### src/rtl/spawn_dispatcher.sv
// Spawn dispatcher: edge-detects per-core spawn toggles, queues requests in a FIFO, and starts them on idle cores.
// Define SPAWN_DISPATCH_RR_EN for round-robin core selection; otherwise the lowest-index idle core is chosen.

module spawn_pend_slot (
  input  logic       proc_clock,
  input  logic       reset_n,
  input  logic       ev,
  input  logic [7:0] ev_addr,
  input  logic       drain,
  output logic       vld,
  output logic       vld_nxt,
  output logic       drop,
  output logic [7:0] addr
);
  // A slot being drained this cycle is still occupied, so a same-cycle event is lost.
  assign drop    = ev & vld;
  assign vld_nxt = (ev & ~vld) | (vld & ~drain);

  always_ff @(posedge proc_clock or negedge reset_n) begin
    if (!reset_n) begin
      vld  <= 1'b0;
      addr <= 8'h00;
    end else begin
      vld <= vld_nxt;
      if (ev && !vld) addr <= ev_addr;
    end
  end
endmodule

module spawn_dispatcher #(
  parameter int N_PROCS    = 4,
  parameter int FIFO_DEPTH = 8
) (
  input  logic                 proc_clock,
  input  logic                 reset_n,
  input  logic [N_PROCS-1:0]   TRIGGER_SPAWN,
  input  logic [8*N_PROCS-1:0] SPAWN_ADDR,
  input  logic                 BOOT_VALID,
  input  logic [7:0]           BOOT_ADDR,
  input  logic [N_PROCS-1:0]   RUN,
  output logic [N_PROCS-1:0]   START,
  output logic [8*N_PROCS-1:0] START_ADDR,
  output logic [5:0]           FIFO_COUNT,
  output logic [7:0]           DROP_CNT,
  output logic                 BUSY
);
  localparam int SLOTS = N_PROCS + 1;
  localparam int SW    = $clog2(SLOTS);
  localparam int KW    = $clog2(N_PROCS);
  localparam int PW    = $clog2(FIFO_DEPTH);

  localparam logic [1:0] S_IDLE    = 2'd0;
  localparam logic [1:0] S_ISSUE   = 2'd1;
  localparam logic [1:0] S_CONFIRM = 2'd2;

  logic [N_PROCS-1:0]          trig_q;
  logic [SLOTS-1:0]            ev;
  logic [SLOTS-1:0][7:0]       ev_addr;
  logic [SLOTS-1:0]            pend_vld, pend_vld_nxt, drop_v;
  logic [SLOTS-1:0][7:0]       pend_addr;
  logic [SW-1:0]               rr_ptr, rr_ptr_nxt;
  logic                        gnt_vld;
  logic [SW-1:0]               gnt_idx;
  logic                        push, pop, full, empty;
  logic [7:0]                  fifo_mem [FIFO_DEPTH];
  logic [PW-1:0]               wr_ptr, rd_ptr;
  logic [5:0]                  count_nxt;
  logic [1:0]                  state, state_nxt;
  logic [KW-1:0]               k_q;
  logic [1:0]                  tmo;
  logic                        sel_vld;
  logic [KW-1:0]               sel_idx;
  logic [N_PROCS-1:0][7:0]     start_addr_q;
  logic [3:0]                  n_drop;
  logic [8:0]                  drop_sum;

  // Slot N_PROCS is the boot request; it is a pulse, not a toggle.
  assign ev = {BOOT_VALID, TRIGGER_SPAWN ^ trig_q};
  for (genvar i = 0; i < N_PROCS; i++) begin : g_addr
    assign ev_addr[i] = SPAWN_ADDR[8*i +: 8];
  end
  assign ev_addr[N_PROCS] = BOOT_ADDR;

  for (genvar i = 0; i < SLOTS; i++) begin : g_slot
    spawn_pend_slot u_slot (
      .proc_clock (proc_clock),
      .reset_n    (reset_n),
      .ev         (ev[i]),
      .ev_addr    (ev_addr[i]),
      .drain      (push && (gnt_idx == SW'(i))),
      .vld        (pend_vld[i]),
      .vld_nxt    (pend_vld_nxt[i]),
      .drop       (drop_v[i]),
      .addr       (pend_addr[i])
    );
  end

  always_comb begin
    n_drop = '0;
    for (int i = 0; i < SLOTS; i++) n_drop = n_drop + {3'b000, drop_v[i]};
    drop_sum = {1'b0, DROP_CNT} + {5'b00000, n_drop};
  end

  // Round-robin search over pending slots, starting at rr_ptr.
  always_comb begin
    gnt_vld = 1'b0;
    gnt_idx = '0;
    for (int j = 0; j < SLOTS; j++) begin
      if (!gnt_vld && pend_vld[(int'(rr_ptr) + j) % SLOTS]) begin
        gnt_vld = 1'b1;
        gnt_idx = SW'((int'(rr_ptr) + j) % SLOTS);
      end
    end
  end
  assign rr_ptr_nxt = (gnt_idx == SW'(SLOTS-1)) ? '0 : gnt_idx + 1'b1;

  assign empty     = (FIFO_COUNT == 6'd0);
  assign full      = (FIFO_COUNT == 6'(FIFO_DEPTH));
  assign pop       = (state == S_IDLE) && !empty && sel_vld;
  assign push      = gnt_vld && (!full || pop);
  assign count_nxt = FIFO_COUNT + {5'b00000, push} - {5'b00000, pop};

`ifdef SPAWN_DISPATCH_RR_EN
  logic [KW-1:0] last_core;

  always_comb begin
    sel_vld = 1'b0;
    sel_idx = '0;
    for (int j = 1; j <= N_PROCS; j++) begin
      if (!sel_vld && !RUN[(int'(last_core) + j) % N_PROCS]) begin
        sel_vld = 1'b1;
        sel_idx = KW'((int'(last_core) + j) % N_PROCS);
      end
    end
  end

  always_ff @(posedge proc_clock or negedge reset_n) begin
    if (!reset_n)  last_core <= KW'(N_PROCS-1);
    else if (pop)  last_core <= sel_idx;
  end
`else
  always_comb begin
    sel_vld = 1'b0;
    sel_idx = '0;
    for (int j = 0; j < N_PROCS; j++) begin
      if (!sel_vld && !RUN[j]) begin
        sel_vld = 1'b1;
        sel_idx = KW'(j);
      end
    end
  end
`endif

  // Selection happens only in IDLE, so the in-flight core can never be re-picked mid-handshake.
  always_comb begin
    state_nxt = state;
    case (state)
      S_IDLE:    if (pop) state_nxt = S_ISSUE;
      S_ISSUE:   state_nxt = S_CONFIRM;
      S_CONFIRM: if (RUN[k_q] || tmo == 2'd3) state_nxt = S_IDLE;
      default:   state_nxt = S_IDLE;
    endcase
  end

  always_ff @(posedge proc_clock) begin
    if (push) fifo_mem[wr_ptr] <= pend_addr[gnt_idx];
  end

  always_ff @(posedge proc_clock or negedge reset_n) begin
    if (!reset_n) begin
      trig_q       <= '0;
      rr_ptr       <= '0;
      wr_ptr       <= '0;
      rd_ptr       <= '0;
      FIFO_COUNT   <= 6'd0;
      DROP_CNT     <= 8'd0;
      BUSY         <= 1'b0;
      state        <= S_IDLE;
      k_q          <= '0;
      tmo          <= 2'd0;
      start_addr_q <= '0;
    end else begin
      trig_q <= TRIGGER_SPAWN;
      if (push) begin
        wr_ptr <= wr_ptr + 1'b1;
        rr_ptr <= rr_ptr_nxt;
      end
      if (pop) begin
        rd_ptr                <= rd_ptr + 1'b1;
        k_q                   <= sel_idx;
        start_addr_q[sel_idx] <= fifo_mem[rd_ptr];
      end
      FIFO_COUNT <= count_nxt;
      DROP_CNT   <= drop_sum[8] ? 8'hFF : drop_sum[7:0];
      BUSY       <= (|pend_vld_nxt) || (count_nxt != 6'd0) || (state_nxt != S_IDLE);
      state      <= state_nxt;
      tmo        <= (state == S_CONFIRM) ? tmo + 2'd1 : 2'd0;
    end
  end

  // START decodes straight from state so an async reset kills the pulse at once.
  assign START      = (state == S_ISSUE) ? (N_PROCS'(1) << k_q) : '0;
  assign START_ADDR = start_addr_q;

endmodule

### config.mk
export PLATFORM = sky130hd
export DESIGN_NAME = spawn_dispatcher
export DESIGN_NICKNAME = d
export VERILOG_FILES = /design/src/rtl/spawn_dispatcher.sv
export SDC_FILE = /design/constraint.sdc
export NUM_CORES = 1
export LEC_CHECK = 0
export ABC_AREA = 1
export BUFFER_PORTS_ARGS = -buffer_cell sky130_fd_sc_hd__buf_2
export CAP_MARGIN = 20
export CORE_MARGIN = 5
export CORE_UTILIZATION = 57
export DETAILED_ROUTE_END_ITERATION = 16
export PLACE_DENSITY = 0.76
export SYNTH_ARGS = -nofsm -noshare
export SYNTH_HDL_FRONTEND = slang
export SYNTH_SLANG_ARGS = --single-unit
### constraint.sdc
create_clock -name proc_clock -period 13.13 [get_ports proc_clock]
set_input_delay 0.6565 -clock proc_clock [delete_from_list [all_inputs] [get_ports proc_clock]]
set_output_delay 0.6565 -clock proc_clock [all_outputs]
set_load 0.02 [all_outputs]
==> results.md, run 1 <==
* WL final at 19610 um
* Finish-stage setup viols at 0
* Synth top area share at a little under a third
* Final #Nets at between 1000 and 1500
* Sequential share of the synthesized area at 51.35%
* Initial antenna violation count at 0
* Post-synthesis register bit count at 175
* Clk Latency, worst-skew pair at approximately 0.43 ns
* Clock Path Buffers at 2
* Syn Area/Cell at slightly below 10 um2
* Worst r2r src: rr_ptr[0]
* WP data arrival at 6.87 ns
* First-pass GRT wire length at 32110 um
* Reg2reg path depth at 33
* Port Buffers at around 100
* GRT Residual Overflow at 0
* Vias in the first global route at between 6000 and 7000
* Post-DRT Antenna Nets at 0
* Yosys cell types at between 50 and 60
* WL/cell at between 15 and 20 um
* Post-CTS Setup Bufs at 0
* Buffers plus inverters on the worst setup path at 6
* Die height at around 140 um
* Number of CTS-inserted buffers at 17
* Area grow syn2layout at 13.45%
* RSZ-0062 raised after global routing: no
* Final period utilization at 50.04%
* Maximum clock rate at between 0.15 and 0.2 GHz
* DP HPWL at 14380 um
* CTS H-Tree Depth at 4
* Status: complete, no violations
* Crit. path cell count at 33
* Slew of the pin with the lowest slew margin at ~0.93 ns
* Final Instance Area at 10380 um2
* Startpoint Class: flip-flop
* Final Max Tran Viols at 0
* Maxcap violations at 0
* Multi-input logic area at ~4000 um2
* Post_cts resized at 0
* Worst Path Required at roughly 13 ns
* Synth async-reset ratio at 63.43%
* Worst R2R Setup Slack at 6.56 ns
* Post-synth EDFFs at 64
* DIE WIDTH at 136.7 um
* CTS tree: done
* Min Tclk post-route at 6.570 ns
* Worst slew margin at 37.85%
* Setup CP Type: reg2reg
* Rows at 46
* Share of cells above drive strength 1 at 22.69%
* Most frequent CP cell: nand2_1
* RR Endpoint: BUSY
* Clock Skew at slightly above 0.01 ns
* DR vias/cell at roughly 5.5
* Critical path's slowest cell: dfrtp_1
* Area contributors post-synth: dfrtp_1, edfxtp_1, nand2_1
* Worst setup EP type: flip-flop
* Worst hold-check path type: in2async
* Clock transition at the registers of the reported paths at roughly 0.06 ns
* Largest net degree at the start of global routing at 71
* DR DRC count at 0
* Placement Cell Area at between 9000 and 10000 um2
* Full die area at 18690 um2
* Layout fillers at roughly 1200
* Core ar. at ~16000 um2
* Final Hold Viols at 0
* Via count at about 7000
* Starting density of the core at between 50% and 60%
* TritonRoute pass-1 iters at 5
* Cell count after synthesis at ~950
* # diodes at 0
* Crit path max-delay family: simple AND/OR/NAND/NOR gates
* Gpl congestion at about 0.84
* DRT iter0 DRCs at 490
* Synthesized net count at ~1000
* Num ports at 102
* Total GRT Usage at around 22%
* Sequential cell area at ~4700 um2
* Root Driver: clkbuf_16
* Crit-path max FO at 20
* Worst path max stage delay at around 0.80 ns
* Yosys top cell by area: dfrtp_1
* CTS sink cnt at roughly 180
* Hold-fix buffers, CTS at 0
* Post-Syn Area at a little over 9000 um2
* Top_reg_cell synth: dfrtp_1
* Setup TNS at 0 ns
* Warnings from Yosys at 0
-- synthesized netlist by cell type (all sizes together) (9+ instances only) --
library cell / instances
nand2: 218
nand3: 121
dfrtp: 111
o21ai: 87
inv: 80
nor2: 76
edfxtp: 64
ha: 41
mux2: 40
buf: 14
nand4: 11
a21oi: 9
-- worst max path at each step --
stage | startpoint | end | slack [ns]
3_3_place_gp | rr_ptr[0] | BUSY | 6.93
3_5_place_dp | rr_ptr[0] | BUSY | 6.67
2_1_floorplan | rr_ptr[0] | BUSY | 7.71
4_1_cts | rr_ptr[0] | BUSY | 6.62
6_report | rr_ptr[0] | BUSY | 6.56
5_1_grt | rr_ptr[0] | BUSY | 5.84
-- cell usage in the layout (no fill, tap or decap), types with 2 or more instances in the layout --
cell type / count
xnor2_1: 3
clkinvlp_4: 2
or2_2: 8
o221ai_1: 8
buf_2: 100
nor2_2: 2
clkbuf_1: 3
dfrtp_1: 111
inv_2: 9
clkinv_4: 3
fa_1: 4
clkbuf_8: 2
nand4_1: 9
o21ai_1: 7
nand2_1: 184
mux2_2: 40
ha_1: 41
o21ai_0: 79
nand3_1: 114
inv_1: 71
nand3_2: 7
xor2_1: 8
nand2_4: 4
o32ai_1: 8
clkinv_1: 2
buf_4: 3
edfxtp_1: 64
mux2i_1: 8
a21oi_2: 2
clkbuf_16: 17
nor4_1: 2
nor3_1: 7
clkinv_2: 4
a21oi_1: 6
nand2_2: 29
nor2_1: 72
and2_1: 2
-- area by class of cell --
cell class                 instances  area share (%)
multi-input combinational        670           38.78
clock inverter                    10          0.8677
clock buffer                      22           4.471
inverter                          82           2.977
timing repair buffer             103           5.037
sequential                       175           45.26
tap                              216           2.603
-- cells by family (layout without fill, tap and decap cells) --
kind of cell,after synthesis,after routing,share of synthesized area (%)
AND/OR/NAND/NOR,447,447,23.01
flip-flops,175,175,51.35
AO/OA/AOI/OAI,119,119,7.657
buffers and inverters,104,217,4.648
multiplexers,48,48,5.797
adder cells (fa/ha/maj),45,45,6.481
XOR/XNOR,11,11,1.053
-- sequential cells by signal, summed over array words and instances (netlist names), 3 cells and up --
signal,cells
trig_q,4
DROP_CNT,8
START_ADDR,32
rr_ptr,3
g_slot.u_slot.addr,40
g_slot.u_slot.vld,5
fifo_mem,64
rd_ptr,3
FIFO_COUNT,6
wr_ptr,3
-- routing by layer --
layer | up-vias | share of wire (%) | GRT usage, %
li1 | 3437 | - | -
met2 | 237 | 45 | 33.87
met5 | - | 0 | 0
met3 | 23 | 7.6 | 5.772
met4 | 0 | 1.0 | 5.151
met1 | 3269 | 46 | 31.27
-- through the flow --
stage	setup slack (ns)	hold WS (ns)	instances	util, %
final	6.560	0.1990	1278	65.60
after CTS	6.619	0.2070	1278	65.60
after detailed placement	6.673	0.4335	1246	62.09
after floorplan	7.715	0.3609	949	-
after global placement	6.928	0.4235	1246	62.09
after global routing	5.836	0.2385	1278	65.60
Power of run 1 is not shown: default switching activity piles up to over one toggle a cycle in this logic, so the estimate is an artifact.
==> run 2: changes to the inputs <==
CORE_UTILIZATION = 53   (was 57)
PLACE_DENSITY = 0.74   (was 0.76)
clock period = 6 ns   (was 13.13 ns; I/O delays follow)
==> run 2 against run 1 <==
Against the previous run:
- register-to-register slack got worse by 6.1 ns
- wire length increased by 5.0%
- maximum frequency increased by 19%
- utilization decreased by 4.1 points
- global-route usage decreased by 0.83 points
- critical path depth increased by 2
- die area increased by 7.0%
- final area increased by 1.5%
- non-clock buffer count increased by 9
- largest cell class unchanged
- clock-buffer cell count unchanged
- sequential share of layout area decreased by 0.64 points
- hold slack got worse by 0.10 ns
==> results.md, run 2 (synthesis gave the netlist of run 1 again) <==
* Largest Register: fifo_mem
* Most frequent cells in the layout: nand2_1, nand3_1, dfrtp_1
* DRT iter0 DRCs at 433 (-12%)
* Worst Slack Setup Final at 0.4964 ns (-6.064 ns)
* Maxcap violations at 0 (unchanged)
* Status: complete, no violations
* WP data arrival at 5.81 ns (-1.06 ns)
* Worst Path Required at 6.30 ns (-7.13 ns)
* CTS sink cnt at 175 (unchanged)
* Core Util, Final at 61.54% (-4.1 points)
* Sequential cell area at 4701 um2 (about the same)
* Reg2reg path depth at 35 (+6.1%)
* Final #Nets at 1154 (+0.79%)
* Non-filler instance count after layout at 1296 (+1.4%)
* Layout fillers at 1377 (+10%)
* Num ports at 102 (unchanged)
* First-pass GRT wire length at 33510 um (+4.3%)
* Min Tclk post-route at 5.504 ns (-1.066 ns)
* Slew of the pin with the lowest slew margin at 0.9242 ns (-0.007959 ns)
* Commonest non-fill, non-tap cell in the layout: nand2_1
* Maximum clock rate at 0.1817 GHz (+19%)
* # diodes at 0 (unchanged)
* Clock transition at the registers of the reported paths at 0.07 ns (about the same)
* DR vias/cell at 5.441 (-0.17%)
* Placed Cells at 1259 (+1.0%)
* Setup CP Type: reg2reg
* Critical path's slowest cell: dfrtp_2
* GRT Residual Overflow at 0 (unchanged)
* Die height at 141.4 um (+3.4%)
* Worst slew margin at 38.38% (+0.53 points)
* Final Hold Viols at 0 (unchanged)
* Post-CTS Setup Bufs at 0 (unchanged)
* DP HPWL at 15010 um (+4.4%)
* Vias in the first global route at 6775 (+1.9%)
* Crit-path max FO at 11 (-45%)
* Pre-CTS setup slack at 0.3616 ns (-6.311 ns)
* Hold Crit Depth at 2
* Finish-stage setup viols at 0 (unchanged)
* Worst R2R Setup Slack at 0.50 ns (-6.06 ns)
* CTS tree: done
* Gpl congestion at 0.8766 (+4.4%)
* Root Driver: clkbuf_16
* Rows at 48 (+4.3%)
* CTS H-Tree Depth at 4 (unchanged)
* Crit path max-delay family: simple AND/OR/NAND/NOR gates
* Port Buffers at 101 (unchanged)
* Full die area at 19990 um2 (+7.0%)
* Starting density of the core at 53.46% (-4.4 points)
* Total GRT Usage at 21.10% (-0.83 points)
* Clock Skew at 0.01096 ns (+0.0008119 ns)
* Number of CTS-inserted buffers at 17 (unchanged)
* Most frequent CP cell: nand2_1
* Worst hold-check path type: in2reg
* Startpoint Class: flip-flop
* Final Max Tran Viols at 0 (unchanged)
* DIE WIDTH at 141.4 um (+3.4%)
* Crit. path cell count at 35 (+6.1%)
* Share of cells above drive strength 1 at 23.53% (+0.84 points)
* Clock Path Buffers at 2 (unchanged)
* Post-DRT Antenna Nets at 0 (unchanged)
* Worst setup EP type: flip-flop
* Core ar. at 17120 um2 (+8.1%)
* Largest net degree at the start of global routing at 64 (-9.9%)
* Area grow syn2layout at 15.11%
* Clk Latency, worst-skew pair at 0.43 ns (about the same)
* Initial antenna violation count at 1 (+1)
* WL/cell at 15.89 um (+3.5%)
* Worst path max stage delay at 0.47 ns (-0.33 ns)
* Multi-input logic area at 4050 um2 (+0.59%)
* Final period utilization at 91.73% (+42 points)
* DR DRC count at 0 (unchanged)
* RSZ-0062 raised after global routing: no
* Max FFs per register at 64 (unchanged)
* WL final at 20590 um (+5.0%)
* Buffers plus inverters on the worst setup path at 7 (+1)
* Via count at 7052 (+1.2%)
* TritonRoute pass-1 iters at 5 (unchanged)
* Setup TNS at 0 ns (unchanged)
## run 2: cell count changes in the layout (fill, tap and decap cells not counted), sizes merged
cell	delta
inv	+4
dlygate4sd3	+5
buf	+4
clkinv	-4
## run 2: worst register-to-register path, delay by kind of cell (launching register included)
kind            cells  cell delay [ns]
xor+xnor            1             0.19
simple gates       20             2.62
compound gates      1             0.17
buf+inv             7             0.49
fa+ha+maj           6             1.44
flops               1             0.47
## run 2: through the flow
step / cell area, um2 / hold WS, ns
after global placement: 9869 / 0.3697
after detailed placement: 9869 / 0.3739
after CTS: 10510 / 0.08156
after global routing: 10530 / 0.08768
final: 10530 / 0.09658
after floorplan: 9151 / 0.004409
## run 2: final timing paths
| check | end | startpoint |
|---|---|---|
| setup / recovery | BUSY | rr_ptr[1] |
| max in group asynchronous | g_slot[2].u_slot.addr[6] | reset_n |
| hold reg to reg | tmo[0] | tmo[0] |
| min in group asynchronous | k_q[1] | reset_n |
| hold / removal | g_slot[2].u_slot.addr[2] | SPAWN_ADDR[18] |
| setup reg to reg | BUSY | rr_ptr[1] |
## run 2: layer usage
| metal | vias up | wire length [um] | GRT usage [%] | share of wire [%] |
|---|---|---|---|---|
| met5 | - | 13 | 0 | 0.063 |
| met4 | 2 | 232 | 5.000 | 1.1 |
| met3 | 26 | 1480 | 5.393 | 7.2 |
| met2 | 239 | 9519 | 33.51 | 46 |
| met1 | 3328 | 9345 | 29.44 | 45 |
| li1 | 3457 | - | - | - |
## run 2: layout make-up
class	count	share of cell area, %
Inverter	82	2.958
Clock inverter	10	0.9502
Tap cell	225	2.673
Sequential cell	175	44.63
Multi-Input combinational cell	670	38.45
Timing Repair Buffer	112	5.725
Clock buffer	22	4.620
## run 2: timing repair
item,in CTS,in global routing
hold endpoints to repair,52,0
setup endpoints to repair,0,1
hold buffers,5,0
gates resized for setup,0,7
Power of run 2 is left out for the same reason.
==> run 3: changes to the inputs <==
PLACE_DENSITY = 0.75   (was 0.74)
==> run 3 against run 2 <==
Against the previous run:
- sequential share of layout area about the same
- die area unchanged
- non-clock buffer count decreased by 1
- first-iteration DRC count increased by 16%
- wire length increased by 0.84%
- setup slack got worse by 0.0026 ns
- clock skew decreased by 0.0024 ns
- global-route usage increased by 0.10 points
- flip-flop and latch count unchanged
- critical endpoint unchanged
- highest routed layer is now met4
==> results.md, run 3 (synthesis gave the netlist of run 1 again) <==
* Status: complete, no violations
* Maxcap violations at 0 (unchanged)
* Root Driver: clkbuf_16
* Number of CTS-inserted buffers at 17 (unchanged)
* Setup CP Type: reg2reg
* Worst Setup EP: BUSY
* Largest Register: fifo_mem
* Gpl congestion at 0.8520 (-2.8%)
* Sequential cell area at 4701 um2 (unchanged)
* WL final at 20760 um (+0.84%)
* Worst hold slack at 0.02262 ns (-0.07396 ns)
* Post-DRT Antenna Nets at 0 (unchanged)
* Min Tclk post-route at 5.506 ns (+0.002590 ns)
* Multi-input logic area at 4071 um2 (+0.53%)
* Final period utilization at 91.77% (about the same)
* Finish-stage setup viols at 0 (unchanged)
* Worst slew margin at 34.91% (-3.5 points)
* DR DRC count at 0 (unchanged)
* CTS tree: done
* Clock Path Buffers at 2 (unchanged)
* Total GRT Usage at 21.20% (+0.10 points)
* Rows at 48 (unchanged)
* Placed Cells at 1259 (unchanged)
* TritonRoute pass-1 iters at 6 (+1)
* Maximum clock rate at 0.1816 GHz (about the same)
* Share of cells above drive strength 1 at 23.74% (+0.21 points)
* Die height at 141.4 um (unchanged)
* Final Max Tran Viols at 0 (unchanged)
* Clock Skew at 0.008608 ns (-0.002353 ns)
* Via count at 7105 (+0.75%)
* Non-filler instance count after layout at 1295 (-0.077%)
* CTS H-Tree Depth at 4 (unchanged)
* Initial antenna violation count at 0 (-1)
* First-pass GRT wire length at 33820 um (+0.93%)
* Area grow syn2layout at 15.19% (about the same)
* RR Endpoint: BUSY
* Worst hold-check path type: in2reg
* Reg2reg path depth at 35 (unchanged)
* Setup TNS at 0 ns (unchanged)
* Crit-path max FO at 11 (unchanged)
* Worst Path Required at 6.30 ns (about the same)
* Clock transition at the registers of the reported paths at 0.07 ns (about the same)
* Worst r2r src: rr_ptr[1]
* # diodes at 0 (unchanged)
* Final #Nets at 1153 (-0.087%)
* Full die area at 19990 um2 (unchanged)
* Startpoint Class: flip-flop
* Critical path's slowest cell: fa_1
* Worst path max stage delay at 0.48 ns (about the same)
* WL/cell at 16.03 um (+0.91%)
* DP HPWL at 14850 um (-1.1%)
* CP startpoint: rr_ptr[1]
* Post-CTS Setup Bufs at 0 (unchanged)
* Worst R2R Setup Slack at 0.49 ns (about the same)
* Layout fillers at 1406 (+2.1%)
* Starting density of the core at 53.46% (unchanged)
* Vias in the first global route at 6742 (-0.49%)
* Num ports at 102 (unchanged)
* Final Hold Viols at 0 (unchanged)
* Core ar. at 17120 um2 (unchanged)
* Most frequent CP cell: nand2_1
* DR vias/cell at 5.486 (+0.83%)
* DIE WIDTH at 141.4 um (unchanged)
* Commonest non-fill, non-tap cell in the layout: nand2_1
* Max FFs per register at 64 (unchanged)
* DRT iter0 DRCs at 504 (+16%)
* Worst setup EP type: flip-flop
* CTS sink cnt at 175 (unchanged)
* Core Util, Final at 61.59% (about the same)
* Largest net degree at the start of global routing at 77 (+20%)
* GRT Residual Overflow at 0 (unchanged)
* Most frequent cells in the layout: nand2_1, nand3_1, dfrtp_1
* WP data arrival at 5.80 ns (about the same)
* Slew of the pin with the lowest slew margin at 0.9764 ns (+0.05215 ns)
* Clk Latency, worst-skew pair at 0.42 ns (about the same)
* Port Buffers at 101 (unchanged)
## run 3: area by class of cell
type | count | share of cell area [%]
Tap cell | 225 | 2.671
Sequential cell | 175 | 44.59
Multi-Input combinational cell | 670 | 38.62
Timing Repair Buffer | 111 | 5.626
Clock buffer | 21 | 4.558
Inverter | 82 | 2.955
Clock inverter | 11 | 0.9733
## run 3: critical path, delay by kind of cell (launching register included)
family	cells	cell delay (ns)
and+or+nand+nor	20	2.59
buffers and inverters	7	0.52
adders and majority gates	6	1.41
AOI/OAI and AO/OA	1	0.16
xor gates and xnor gates	1	0.20
DFF	1	0.47
## run 3: per-layer routing
layer | vias up | share of wire, % | GRT usage [%]
met5 | - | 0 | 0
met2 | 248 | 46 | 33.86
met1 | 3395 | 45 | 29.38
li1 | 3451 | - | -
met4 | 0 | 0.55 | 4.394
met3 | 11 | 7.7 | 5.865
## run 3: worst min-delay path by stage
stage / startpoint / end / slack, ns / cells past startpoint
6_report: TRIGGER_SPAWN[3] / trig_q[3] / 0.02 / 1
5_1_grt: TRIGGER_SPAWN[3] / trig_q[3] / 0.003 / 1
4_1_cts: TRIGGER_SPAWN[3] / trig_q[3] / 0.001 / 1
3_5_place_dp: reset_n / k_q[1] / 0.28 / 1
3_3_place_gp: reset_n / k_q[1] / 0.28 / 1
2_1_floorplan: reset_n / BUSY / 0.004 / 0
## run 3: per-stage QoR
stage	worst slack, ns	instance area, um2
floorplan	0.5847	9151
global placement	0.4819	9869
detailed placement	0.1927	9869
CTS	0.1877	10490
global route	-0.004617	10540
finish	0.4938	10540
## run 3: repair_timing
action,CTS,global route
gates resized for setup,0,10
endpoints found under the hold margin,38,0
hold buffers,4,0
endpoints found under the setup margin,0,1
Power of run 3 is left out for the same reason.
